===== config.mk =====
export PLATFORM = sky130hd
export DESIGN_NAME = tmds_rx_decoder
export DESIGN_NICKNAME = d
export VERILOG_FILES = /design/src/rtl/tmds_pkg.sv /design/src/rtl/tmds_word_aligner.sv /design/src/rtl/tmds_rx_decoder.sv
export SDC_FILE = /design/constraint.sdc
export NUM_CORES = 1
export LEC_CHECK = 0
export BUFFER_PORTS_ARGS = -buffer_cell sky130_fd_sc_hd__buf_2
export CORE_MARGIN = 8
export CORE_UTILIZATION = 53
export CTS_CLUSTER_DIAMETER = 30
export DETAILED_ROUTE_END_ITERATION = 16
export MAX_ROUTING_LAYER = met4
export PLACE_DENSITY = 0.83
export SYNTH_ARGS = -nofsm -noshare
export SYNTH_HDL_FRONTEND = slang
export SYNTH_SLANG_ARGS = --single-unit

===== constraint.sdc =====
create_clock -name clk -period 10 [get_ports clk]
set_clock_uncertainty 0.2 [all_clocks]
set_input_delay 2.5 -clock clk [delete_from_list [all_inputs] [get_ports clk]]
set_output_delay 2.5 -clock clk [all_outputs]
set_load 0.1 [all_outputs]

===== src/rtl/tmds_pkg.sv =====
// Shared TMDS receive definitions: control tokens, aligner states and the
// symbol decode / token classification helpers.
package tmds_pkg;

  localparam logic [9:0] TOK_C00 = 10'h354;
  localparam logic [9:0] TOK_C01 = 10'h0AB;
  localparam logic [9:0] TOK_C10 = 10'h154;
  localparam logic [9:0] TOK_C11 = 10'h2AB;

  typedef enum logic [1:0] {
    SEARCH = 2'd0,
    VERIFY = 2'd1,
    LOCKED = 2'd2
  } state_e;

  typedef struct packed {
    logic       hit;
    logic [1:0] c;
  } ctrl_t;

  // Undo the transition-minimising stage: bit 9 = inversion, bit 8 = XOR (1) / XNOR (0).
  function automatic logic [7:0] tmds_decode_word(input logic [9:0] q);
    logic [7:0] t;
    logic [7:0] d;
    t    = q[9] ? ~q[7:0] : q[7:0];
    d    = '0;
    d[0] = t[0];
    for (int i = 1; i < 8; i++) begin
      d[i] = q[8] ? (t[i] ^ t[i-1]) : ~(t[i] ^ t[i-1]);
    end
    return d;
  endfunction

  function automatic ctrl_t tmds_is_ctrl(input logic [9:0] q);
    ctrl_t r;
    r.hit = 1'b1;
    r.c   = 2'b00;
    case (q)
      TOK_C00: r.c = 2'b00;
      TOK_C01: r.c = 2'b01;
      TOK_C10: r.c = 2'b10;
      TOK_C11: r.c = 2'b11;
      default: r.hit = 1'b0;
    endcase
    return r;
  endfunction

endpackage


===== src/rtl/tmds_word_aligner.sv =====
// Two-word window plus bit-slip select; the FSM slips the offset until a run
// of control tokens lines up, then holds it until tokens disappear.
module tmds_word_aligner
  import tmds_pkg::*;
#(
  parameter int SEARCH_WAIT = 16,
  parameter int CTRL_RUN    = 8,
  parameter int LOSS_LIMIT  = 2048
) (
  input  logic       clk,
  input  logic       rst,
  input  logic [9:0] i_word,
  output logic [9:0] o_symbol,
  output state_e     o_state,
  output logic [3:0] o_offset
);

  localparam int MISS_W = (SEARCH_WAIT > 1) ? $clog2(SEARCH_WAIT) : 1;
  localparam int RUN_W  = $clog2(CTRL_RUN + 1);
  localparam int LOSS_W = (LOSS_LIMIT > 1) ? $clog2(LOSS_LIMIT) : 1;

  logic [9:0]        w_cur_q, w_prev_q;
  state_e            state_q, state_d;
  logic [3:0]        offset_q, offset_d, offset_next;
  logic [MISS_W-1:0] miss_q, miss_d;
  logic [RUN_W-1:0]  run_q, run_d;
  logic [LOSS_W-1:0] loss_q, loss_d;
  logic [18:0]       win;
  logic [9:0]        cand [10];
  ctrl_t             ctrl;

  // w_cur[9] never reaches a 10-bit slice at offsets 0..9, so it is left out.
  assign win = {w_cur_q[8:0], w_prev_q};

  for (genvar gi = 0; gi < 10; gi++) begin : g_slice
    assign cand[gi] = win[gi+9:gi];
  end

  assign o_symbol    = cand[offset_q];
  assign ctrl        = tmds_is_ctrl(o_symbol);
  assign offset_next = (offset_q == 4'd9) ? 4'd0 : offset_q + 4'd1;
  assign o_state     = state_q;
  assign o_offset    = offset_q;

  always_comb begin
    state_d  = state_q;
    offset_d = offset_q;
    miss_d   = miss_q;
    run_d    = run_q;
    loss_d   = loss_q;
    case (state_q)
      SEARCH: begin
        if (ctrl.hit) begin
          state_d = VERIFY;
          run_d   = RUN_W'(1);
        end else if (miss_q >= MISS_W'(SEARCH_WAIT - 1)) begin
          offset_d = offset_next;
          miss_d   = '0;
        end else begin
          miss_d = miss_q + 1'b1;
        end
      end
      VERIFY: begin
        // A broken run keeps the offset and the accumulated miss count.
        if (ctrl.hit) begin
          if (run_q >= RUN_W'(CTRL_RUN - 1)) begin
            state_d = LOCKED;
            run_d   = RUN_W'(CTRL_RUN);
            loss_d  = '0;
          end else begin
            run_d = run_q + 1'b1;
          end
        end else begin
          state_d = SEARCH;
        end
      end
      LOCKED: begin
        if (ctrl.hit) begin
          loss_d = '0;
        end else if (loss_q >= LOSS_W'(LOSS_LIMIT - 1)) begin
          state_d  = SEARCH;
          offset_d = offset_next;
          miss_d   = '0;
        end else begin
          loss_d = loss_q + 1'b1;
        end
      end
      default: state_d = SEARCH;
    endcase
  end

  always_ff @(posedge clk or posedge rst) begin
    if (rst) begin
      w_cur_q  <= '0;
      w_prev_q <= '0;
      state_q  <= SEARCH;
      offset_q <= '0;
      miss_q   <= '0;
      run_q    <= '0;
      loss_q   <= '0;
    end else begin
      w_cur_q  <= i_word;
      w_prev_q <= w_cur_q;
      state_q  <= state_d;
      offset_q <= offset_d;
      miss_q   <= miss_d;
      run_q    <= run_d;
      loss_q   <= loss_d;
    end
  end

endmodule


===== src/rtl/tmds_rx_decoder.sv =====
// One TMDS receive channel: aligner followed by the registered decode stage.
// Optional disparity-rule error counter is enabled with TMDS_RX_ERRCHK_EN.
module tmds_rx_decoder
  import tmds_pkg::*;
#(
  parameter int SEARCH_WAIT = 16,
  parameter int CTRL_RUN    = 8,
  parameter int LOSS_LIMIT  = 2048
) (
  input  logic        clk,
  input  logic        rst,
  input  logic [9:0]  i_word,
`ifdef TMDS_RX_ERRCHK_EN
  input  logic        i_err_clr,
  output logic        o_err,
  output logic [15:0] o_err_cnt,
`endif
  output logic [7:0]  o_data,
  output logic [1:0]  o_c,
  output logic        o_de,
  output logic        o_locked,
  output logic [3:0]  o_offset
);

  logic [9:0] symbol;
  state_e     state;
  ctrl_t      ctrl;
  logic [7:0] dec;
  logic [7:0] data_q, data_d;
  logic [1:0] c_q, c_d;
  logic       de_q, de_d;

  tmds_word_aligner #(
    .SEARCH_WAIT(SEARCH_WAIT),
    .CTRL_RUN   (CTRL_RUN),
    .LOSS_LIMIT (LOSS_LIMIT)
  ) u_aligner (
    .clk     (clk),
    .rst     (rst),
    .i_word  (i_word),
    .o_symbol(symbol),
    .o_state (state),
    .o_offset(o_offset)
  );

  assign ctrl = tmds_is_ctrl(symbol);
  assign dec  = tmds_decode_word(symbol);

  // Gate on the state that saw this symbol, not the one it produces.
  always_comb begin
    data_d = '0;
    c_d    = '0;
    de_d   = 1'b0;
    if (state == LOCKED) begin
      if (ctrl.hit) begin
        c_d = ctrl.c;
      end else begin
        de_d   = 1'b1;
        data_d = dec;
        c_d    = c_q;
      end
    end
  end

  always_ff @(posedge clk or posedge rst) begin
    if (rst) begin
      data_q <= '0;
      c_q    <= '0;
      de_q   <= 1'b0;
    end else begin
      data_q <= data_d;
      c_q    <= c_d;
      de_q   <= de_d;
    end
  end

  assign o_data   = data_q;
  assign o_c      = c_q;
  assign o_de     = de_q;
  assign o_locked = (state == LOCKED);

`ifdef TMDS_RX_ERRCHK_EN
  logic [3:0]  ones;
  logic        xnor_exp;
  logic        err_d, err_q;
  logic [15:0] err_cnt_q, err_cnt_d;

  // The encoder picks XNOR for ones-heavy bytes; a flag matching that choice is wrong.
  assign ones     = 4'($countones(dec));
  assign xnor_exp = (ones > 4'd4) || ((ones == 4'd4) && !dec[0]);
  assign err_d    = (state == LOCKED) && !ctrl.hit && (symbol[8] == xnor_exp);

  always_comb begin
    err_cnt_d = err_cnt_q;
    if (i_err_clr) begin
      err_cnt_d = {15'd0, err_d};
    end else if (err_d && (err_cnt_q != 16'hFFFF)) begin
      err_cnt_d = err_cnt_q + 16'd1;
    end
  end

  always_ff @(posedge clk or posedge rst) begin
    if (rst) begin
      err_q     <= 1'b0;
      err_cnt_q <= '0;
    end else begin
      err_q     <= err_d;
      err_cnt_q <= err_cnt_d;
    end
  end

  assign o_err     = err_q;
  assign o_err_cnt = err_cnt_q;
`endif

endmodule

## Yosys cells after proc, flatten, opt, wreduce, memory -nomap -nowiden

Index checks and enable logic that the tools add are counted.

| cells by class | value |
|---|---|
| add/sub/neg operators | 4 |
| magnitude comparators | 4 |
| equality and inequality tests | 17 |
| mux-type cells | 45 |
| bitwise logic cells | 16 |
| reductions and logical operators | 10 |

Operator list:

| cell | count |
|---|---|
| 4-bit two-way mux | 12 |
| 11-bit two-way mux | 4 |
| 10-bit binary-select mux with 4-bit select | 1 |
| 8-bit two-way mux | 3 |
| 4-bit case mux with 2 select lines | 3 |
| 11-bit case mux with 2 select lines | 1 |
| 10-bit equality test (second input constant) | 2 |
| 10-bit two-way mux | 2 |
| 2-bit two-way mux | 7 |
| 4-bit by 1-bit adder with 4-bit output (second input constant) | 3 |
| 2-bit case mux with 3 select lines | 2 |
| 4-bit AND reduction | 3 |
| 11-bit by 1-bit adder with 11-bit output (second input constant) | 1 |
| 11-bit >= comparator (second input constant) | 1 |
| 10-bit by 8-bit equality test with 1-bit output (second input constant) | 1 |
| 10-bit by 9-bit equality test with 1-bit output (second input constant) | 1 |
| 1-bit two-way mux | 10 |
| 2-bit by 1-bit inequality test with 1-bit output (second input constant) | 4 |
| 2-bit inequality test (second input constant) | 4 |
| 8-bit NOT | 1 |
| 1-bit NOT | 7 |
| 1-bit XOR | 7 |
| 2-bit nonzero test | 3 |
| 5-bit >= comparator (second input constant) | 1 |
| other kinds (12) | 12 |

| storage, ports and cells | value |
|---|---|
| register bits | 56 |
| bits of input ports | 12 |
| output and inout port bits | 16 |
| logic and storage cells | 106 |

## Logic depth before layout (Yosys ltp)

Gate-level depths: netlist of the first run.

| logic depth | value |
|---|---|
| word-level depth | 11 |
| mapped depth | 17 |
| gate-level depth less buffers | 14 |

## Cells and area by module

From an unflattened synthesis of the first run, not the netlist that was laid out.

| second synthesis, totals | value |
|---|---|
| cells, all modules | 296 |
| area, all modules | 3,248.1 µm² |

By module, submodules not included:

| module | instances | cells an instance | area each (µm²) | sequential area each (µm²) |
|---|---|---|---|---|
| tmds_word_aligner | 1 | 246 | 2,685.1 | 1,126.1 |
| tmds_rx_decoder | 1 | 50 | 563.0 | 275.3 |

## Least setup slack after synthesis of the first run

Ideal clock, no wire load.

| path | value |
|---|---|
| path kind | register to register |
| start | register u_aligner.offset_q[1] (netlist: u_aligner.o_offset[1]) |
| end | register u_aligner.loss_q[8] |
| setup time | 77 ps |
| data arrival time | 3,931 ps |
| data required time | 9,723 ps |
| setup slack | 5,792 ps |
| cell stages (with the launch flop) | 15 |
| path buffers | 2 |
| period minus slack after synthesis | 4,208 ps |
| path through | dfrtp_1 > buf_2 > buf_1 > mux4_2 > mux2i_1 > o21ai_0 > inv_1 > ha_1 > and4_1 > o21a_1 > a21oi_4 > a31oi_4 > o21ai_2 > or4_1 > a21oi_1 |

| between the ends | value |
|---|---|
| cells in the longest elaborated chain, start to end | 9 |
| elaborated cells between the ends (all ways) | 15 |
| those cells by class | eq/ne: 6; mux: 6; bitwise: 1; reduce/logical: 2 |

Ends and longest elaborated chain:

| item | RTL line | text |
|---|---|---|
| start, declared | tmds_word_aligner.sv:24 | `logic [3:0] offset_q, offset_d, offset_next;` |
| start signal, assigned | tmds_word_aligner.sv:105 | `offset_q <= offset_d;` |
| 4-bit NOT with 5-bit output (implied by the code) (*) | tmds_word_aligner.sv:39 | `assign o_symbol = cand[offset_q];` |
| 10-bit binary-select mux with 4-bit select (*) | tmds_word_aligner.sv:39 |  |
| 10-bit two-way mux (implied by the code) (*) (2 in series) | tmds_word_aligner.sv:39 |  |
| 10-bit equality test, or another cell as far along | tmds_pkg.sv:38 | `case (q)` |
| 4-bit OR reduction (no source line) (*) | - |  |
| 1-bit two-way mux (*) | tmds_pkg.sv:38 |  |
| 3-bit inequality test (no source line), or another cell as far along | - |  |
| 4-bit AND reduction (no source line) / 11-bit case mux with 2 select lines (equally long branches) | - |  |
| end signal, assigned | tmds_word_aligner.sv:108 | `loss_q <= loss_d;` |
| end, declared | tmds_word_aligner.sv:27 | `logic [LOSS_W-1:0] loss_q, loss_d;` |

Mark *: on every way between the ends. The rest lies on a longest branch, timed or not. The select of a mux whose other input is x is not followed.
A chain may end at the register's enable or synchronous reset.

## Final worst setup path of the first run

| path | value |
|---|---|
| start | register u_aligner.offset_q[0] (netlist: u_aligner.o_offset[0]) |
| end | output o_offset[0] |

RTL lines:

| item | RTL line | text |
|---|---|---|
| end, declared | tmds_rx_decoder.sv:22 | `output logic [3:0] o_offset` |

No word-level cell between the ends.

==> results of run 1 <==
==> stage by stage <==
stage	hold WS, ns	cell area [µm²]	worst slack [ns]	util (%)	power (µW)
final	0.166	3640	5.37	58.3	985
after global routing	0.170	3640	5.26	58.3	1060
after CTS	0.167	3640	5.35	58.3	988
after detailed placement	0.144	3520	5.71	56.5	832
after global placement	0.133	3520	5.76	56.5	816
after floorplan	0.131	3360	5.79	-	747
==> cell families after synthesis <==
family | Yosys count | share of synthesized area [%]
AND/OR/NAND/NOR | 97 | 14.6
AO/OA/AOI/OAI | 88 | 19.2
flip-flops | 56 | 41.7
buffers and inverters | 33 | 4.51
multiplexers | 27 | 11.1
XOR/XNOR | 14 | 3.65
adder cells (fa/ha/maj) | 14 | 5.22
==> registers in the layout, summed over array words and instances (netlist names), 4 cells and up <==
register,count
u_aligner.loss_q,11
u_aligner.w_cur_q,10
u_aligner.w_prev_q,10
o_data,8
u_aligner.miss_q,4
u_aligner.o_offset,4
u_aligner.run_q,4
==> cell usage after synthesis, types with 5 or more instances <==
library cell	instances
nand2_1	28
nand3_1	5
o21ai_0	16
mux2_2	8
nor2_1	30
a31oi_1	11
ha_1	14
a211oi_1	7
and2_1	5
mux2i_1	11
nor2b_1	8
a21oi_1	15
xor2_1	8
inv_1	21
dfrtp_1	56
xnor2_1	6
==> power groups by stage <==
stage	Sequential (µW)	Clock [µW]	Combinational (µW)
after floorplan	317	0	429
after global placement	313	0	502
after detailed placement	317	0	515
after CTS	312	155	520
after global routing	321	163	576
final	313	152	521
==> layer usage <==
layer  track usage [%]  routed length [µm]  vias up
met5                 -                   0        -
met4              5.38                  91        0
met3              3.07                 409        7
met2              24.9                3120       79
met1              22.0                3200     1222
li1                  -                   -     1235
==> area by class of cell <==
cell class	instances	area [µm²]	share of cell area, %
Tap cell	77	96.3	2.65
Sequential cell	56	1400	38.5
Clock inverter	2	38.8	1.07
Inverter	21	78.8	2.17
Clock buffer	6	72.6	2.00
Timing Repair Buffer	28	143	3.92
Multi-Input combinational cell	240	1810	49.7
==> cell usage in the layout, fill, tap and decap left out, types with 2 or more instances in the layout <==
cell type,count
and3_1,2
and2_1,5
clkbuf_8,5
nor2_1,30
mux4_1,3
nand2_1,28
a211oi_1,7
mux2_2,8
and4_1,2
or4_1,2
buf_2,27
nor2b_1,8
o21ai_0,16
mux4_2,3
a21oi_1,15
o22ai_1,2
mux2i_1,11
o21ai_1,2
a21o_1,3
ha_1,14
a22o_1,3
dfrtp_1,56
nand2b_1,3
a21oi_4,2
o21a_1,2
inv_1,20
nand3_1,5
xnor2_1,6
a21oi_2,3
a31oi_1,11
o31ai_1,4
xor2_1,8
nand4_1,4
==> path summary, 6_finish.rpt <==
kind                       slack [ns]  depth (start not counted)                     to
max                              5.37                          1            o_offset[0]
min reg2reg                      0.17                          0  u_aligner.w_prev_q[9]
max reg2reg                      5.68                         12    u_aligner.loss_q[7]
min in group asynchronous        2.15                          3    u_aligner.loss_q[2]
min                              0.17                          0  u_aligner.w_prev_q[9]
max in group asynchronous        6.98                          3   u_aligner.w_cur_q[3]
==> results.ini, run 1 <==
[outcome]
run_status=finished, final reports clean

[final_layout]
fillers=522
instances_no_fill=430
finalNetCount=378
area_delta_synth_final_pct=8.27
diodes=0
drive_above_1_share_pct=18.4

[cts]
clock-sinks=56
cts_setup_buffers=0
ctsHoldBuffers=0
cts_tree=done
clockBufferDepth=2
root_buffer=clkbuf_8
clkTransAtPathRegs_ns=0.11
clk_latency_ns=0.32
htree_levels=2
cts-resized-gates=0
cts_buffers=5

[run]
cap_violations=0

[timing]
worstMarginPinSlew_ns=1.02
slew_headroom_pct=32.0
rsz0062_at_grt=no
finalMaxSlewViolations=0
timing.fmax_ghz=0.216
finalSetupViolations=0
fin_tns_setup_ns=0
hold_viol=0
period_needed_ns=4.63
fin_crit_sh_pct=46.3

[floorplan]
die-area_um2=9140
die_y_um=95.6
rows=29
core_area_um2=6240
initial_utilization_pct=53.8
io_pins=28
fp.dieW_um=95.6

[yosys]
syn_area_um2=3360
synthesis.nets=355
yosysUniqueCellTypes=64
ys_seq_area_share_pct=41.7
syn_inst=329
synth-async-reset-ratio_pct=100
synth_top_area_share_pct=41.7
ys.flop_type=dfrtp_1
synth_area_leaders=dfrtp_1 (42%), ha_1 (5.2%), nor2_1 (3.4%), mux2i_1 (3.3%), nand2_1 (3.1%)
synth_area_leader_cell=dfrtp_1
synth_edf_count=0
ys_seq_elements=56
avgSynthCellArea_um2=10.2
synth_warnings=0

[drt]
vias_per_cell=5.91
drcViolationCount=0
antenna_left=0
drt_iter0_markers=209
first_pass_iters=4
num_vias=2543
drt-total-wl_um=6820
drt-wirelength-per-cell_um=15.9

[worst_setup_path]
critPathBufInv=1
cpPeakStageDelay_ns=1.03
worstPathRequired_ns=7.30
startpoint=u_aligner.o_offset[0]
worst_setup_path_end_kind=output port
critical_path_class=flip-flop to output port
crit_path_max_fanout=28
critPathArrivalTime_ns=1.93
crit_chain=buf_2
crit_family=flip-flops
worstReg2RegStart=u_aligner.o_offset[0]
slowest_stage=dfrtp_1
cp-start-kind=flip-flop

[power_and_ir_drop]
swShare_pct=44.6
peakVddDrop_mv=0.202
intPower_uw=546
p_comb_share_pct=52.8
p_seq_share_pct=31.8
p_clk_share_pct=15.4
cellLeakagePower_uw=0.00165
p_per_area_nw_per_um2=271
switching_power_uw=440

[global_route]
grt.overflow.total=0
grt_start_max_net_pins=57
grt_use_total_pct=16.6
grt_pass1_wl_um=11800
grt_pass1_vias=2437
antenna_found_initial=0

[worst_hold_path]
hp-class=flip-flop to flip-flop
min_from=u_aligner.w_cur_q[9]

[placement]
routabilityCongestion=0.861
placed_cells=422
dp_hpwl_um=4970
port_buffers=27

No activity file was read; power rests on OpenSTA's default activity.
==> run 2, diff against run 1 <==
--- a/config.mk
+++ b/config.mk
@@ -5,6 +5,7 @@
 export SDC_FILE = /design/constraint.sdc
 export NUM_CORES = 1
 export LEC_CHECK = 0
+export ABC_AREA = 1
 export BUFFER_PORTS_ARGS = -buffer_cell sky130_fd_sc_hd__buf_2
 export CORE_MARGIN = 8
 export CORE_UTILIZATION = 53
==> constraint.sdc (replaced) <==
create_clock -name clk -period 4.7 [get_ports clk]
set_clock_uncertainty 0.2 [all_clocks]
set_input_delay 1.175 -clock clk [delete_from_list [all_inputs] [get_ports clk]]
set_output_delay 1.175 -clock clk [all_outputs]
set_load 0.1 [all_outputs]
==> run 2 against run 1 <==
Count of clock-buffer cells in the layout is 1 lower. Clock power grew 76%. Sequential share of layout area decreased by 0.48 points. Final cell count grew 27%. Worst setup slack got worse by 4.4 ns. Largest power group unchanged. Via count grew 15%. Register-to-register slack got worse by 4.7 ns. Global-route usage is 0.58 points higher. Worst hold slack lost 0.0072 ns. Highest routed layer unchanged. Non-clock buffer count unchanged.
==> results.ini, run 2 <==
[timing]
worstMarginPinSlew_ns=0.704
finalMaxSlewViolations=0
rsz0062_at_grt=no
timing.fmax_ghz=0.267
slew_headroom_pct=53.1
hold_viol=0
fin_crit_sh_pct=79.8
finalSetupViolations=0
setup_slack_ns=0.951
whs_ns=0.159
period_needed_ns=3.75
fin_tns_setup_ns=0

[final_layout]
utilization_pct=58.3
diodes=0
drive_above_1_share_pct=14.3
final_common_cell=nand2_1
fillers=567
top_register=u_aligner.loss_q
finalNetCount=492
final_cell_mix=nand2_1 (139), dfrtp_1 (56), nand3_1 (46)
area_delta_synth_final_pct=7.02
largest_reg_flops=11
reg_top3=u_aligner.loss_q x11, u_aligner.w_cur_q x10, u_aligner.w_prev_q x10

[global_route]
grt_use_total_pct=17.1
grt_start_max_net_pins=31
grt_pass1_wl_um=12500
grt.overflow.total=0
antenna_found_initial=0
grt_pass1_vias=2815

[worst_setup_path]
critPathArrivalTime_ns=3.75
worstPathRequired_ns=4.71
crit_path_max_fanout=26
cp-start-kind=flip-flop
worst_setup_path_end_kind=flip-flop
critical_path_class=flip-flop to flip-flop

[cts]
htree_levels=2
clock-sinks=56
cts_tree=done
clockBufferDepth=2
ctsHoldBuffers=0
clkTransAtPathRegs_ns=0.10
cts_buffers=5
clk_latency_ns=0.32
cts-resized-gates=0
cts_setup_buffers=0
root_buffer=clkbuf_8

[yosys]
synth_area_leader_cell=dfrtp_1
synth_edf_count=0
yosysUniqueCellTypes=42
synth_most_common_cell=nand2_1
avgSynthCellArea_um2=7.71
ys.flop_type=dfrtp_1
syn_inst=446
ys_seq_elements=56
synth_top_area_share_pct=40.7
syn_area_um2=3440
synth_warnings=0
ys_seq_area_share_pct=40.7
synthTopCellsByCount=nand2_1 (139), dfrtp_1 (56), nand3_1 (46), inv_1 (35), nor2_1 (30)
synthesis.nets=472
synth-async-reset-ratio_pct=100
synth_area_leaders=dfrtp_1 (41%), nand2_1 (15%), nand3_1 (6.7%), ha_1 (5.1%), inv_1 (3.8%)

[drt]
antenna_left=0
drcViolationCount=0
first_pass_iters=4
vias_per_cell=5.39
drt_iter0_markers=250
met3_length_um=327
top_layer=met4
met1Wirelength_um=3080
drt-wirelength-per-cell_um=13.0
wl_met2_um=3540
num_vias=2931
drt-total-wl_um=7100

[power_and_ir_drop]
total_power_uw=2170
peakVddDrop_mv=0.327
cellLeakagePower_uw=0.00190
p_per_area_nw_per_um2=588

[floorplan]
rows=29
die_y_um=96.6
die-area_um2=9330
core_area_um2=6310
io_pins=28
initial_utilization_pct=54.5
fp.dieW_um=96.6

[placement]
port_buffers=27
routabilityCongestion=0.946
post-place-ws_ns=1.01
dp_hpwl_um=5330

[outcome]
run_status=finished, final reports clean

[run]
cap_violations=0

[worst_hold_path]
hp-class=flip-flop to flip-flop

[run 2: cell families (layout without fill, tap and decap cells)]
family                     Yosys count  after routing  share of synthesized area, %
buffers and inverters               55             76                          6.91
muxes                                1              1                         0.291
DFF                                 56             56                          40.7
and+or+nand+nor                    252            252                          33.7
adders and majority gates           14             14                          5.09
AOI/OAI and AO/OA                   53             53                          9.49
xor gates and xnor gates            15             15                          3.82
[run 2: final timing paths]
check,depth (start not counted),to,slack (ns),start
worst max-delay path,16,u_aligner.loss_q[10],0.95,u_aligner.o_offset[0]
worst min-delay path,0,u_aligner.w_prev_q[9],0.16,u_aligner.w_cur_q[9]
worst max register to register,16,u_aligner.loss_q[10],0.95,u_aligner.o_offset[0]
worst min register to register,0,u_aligner.w_prev_q[9],0.16,u_aligner.w_cur_q[9]
max in group asynchronous,3,u_aligner.loss_q[5],2.81,rst
min in group asynchronous,2,u_aligner.miss_q[2],0.69,rst
[run 2: cell type report]
| cell class | instances | area, µm² | share of cell area, % |
|---|---|---|---|
| Tap cell | 77 | 96.3 | 2.62 |
| Timing Repair Buffer | 28 | 143 | 3.87 |
| Inverter | 40 | 150 | 4.08 |
| Sequential cell | 56 | 1400 | 38.1 |
| Clock buffer | 5 | 68.8 | 1.87 |
| Multi-Input combinational cell | 335 | 1800 | 48.9 |
| Clock inverter | 3 | 21.3 | 0.578 |
[run 2: metal layers]
metal | track usage (%) | vias up
li1 | - | 1479
met1 | 20.2 | 1368
met2 | 28.6 | 71
met3 | 2.70 | 13
met4 | 6.94 | 0
met5 | - | -
[run 2: power breakdown]
| part | internal [µW] | switching (µW) |
|---|---|---|
| combinational | 430 | 837 |
| sequential | 533 | 97.9 |
| clock | 106 | 161 |
| total | 1070 | 1100 |
[run 2: metrics by stage]
stage          std cells  cell area, µm²
3_5_place_dp         536            3590
5_1_grt              544            3680
6_report             544            3680
3_3_place_gp         536            3590
4_1_cts              544            3680
2_1_floorplan        446            3440
[run 2: worst max-delay path: stages, from the launching register on]
cell and delay [ns]:
dfrtp_1 0.81, inv_2 0.30, o21ai_1 0.37, nand2_1 0.09, nand3_1 0.10, o21ai_0 0.10
a22oi_1 0.24, ha_1 0.19, nand2_1 0.04, nor2_1 0.29, nand2_8 0.11, nand3_1 0.08
nand2_1 0.06, inv_2 0.16, nand2_1 0.28, nand2_1 0.16, nand2_1 0.06
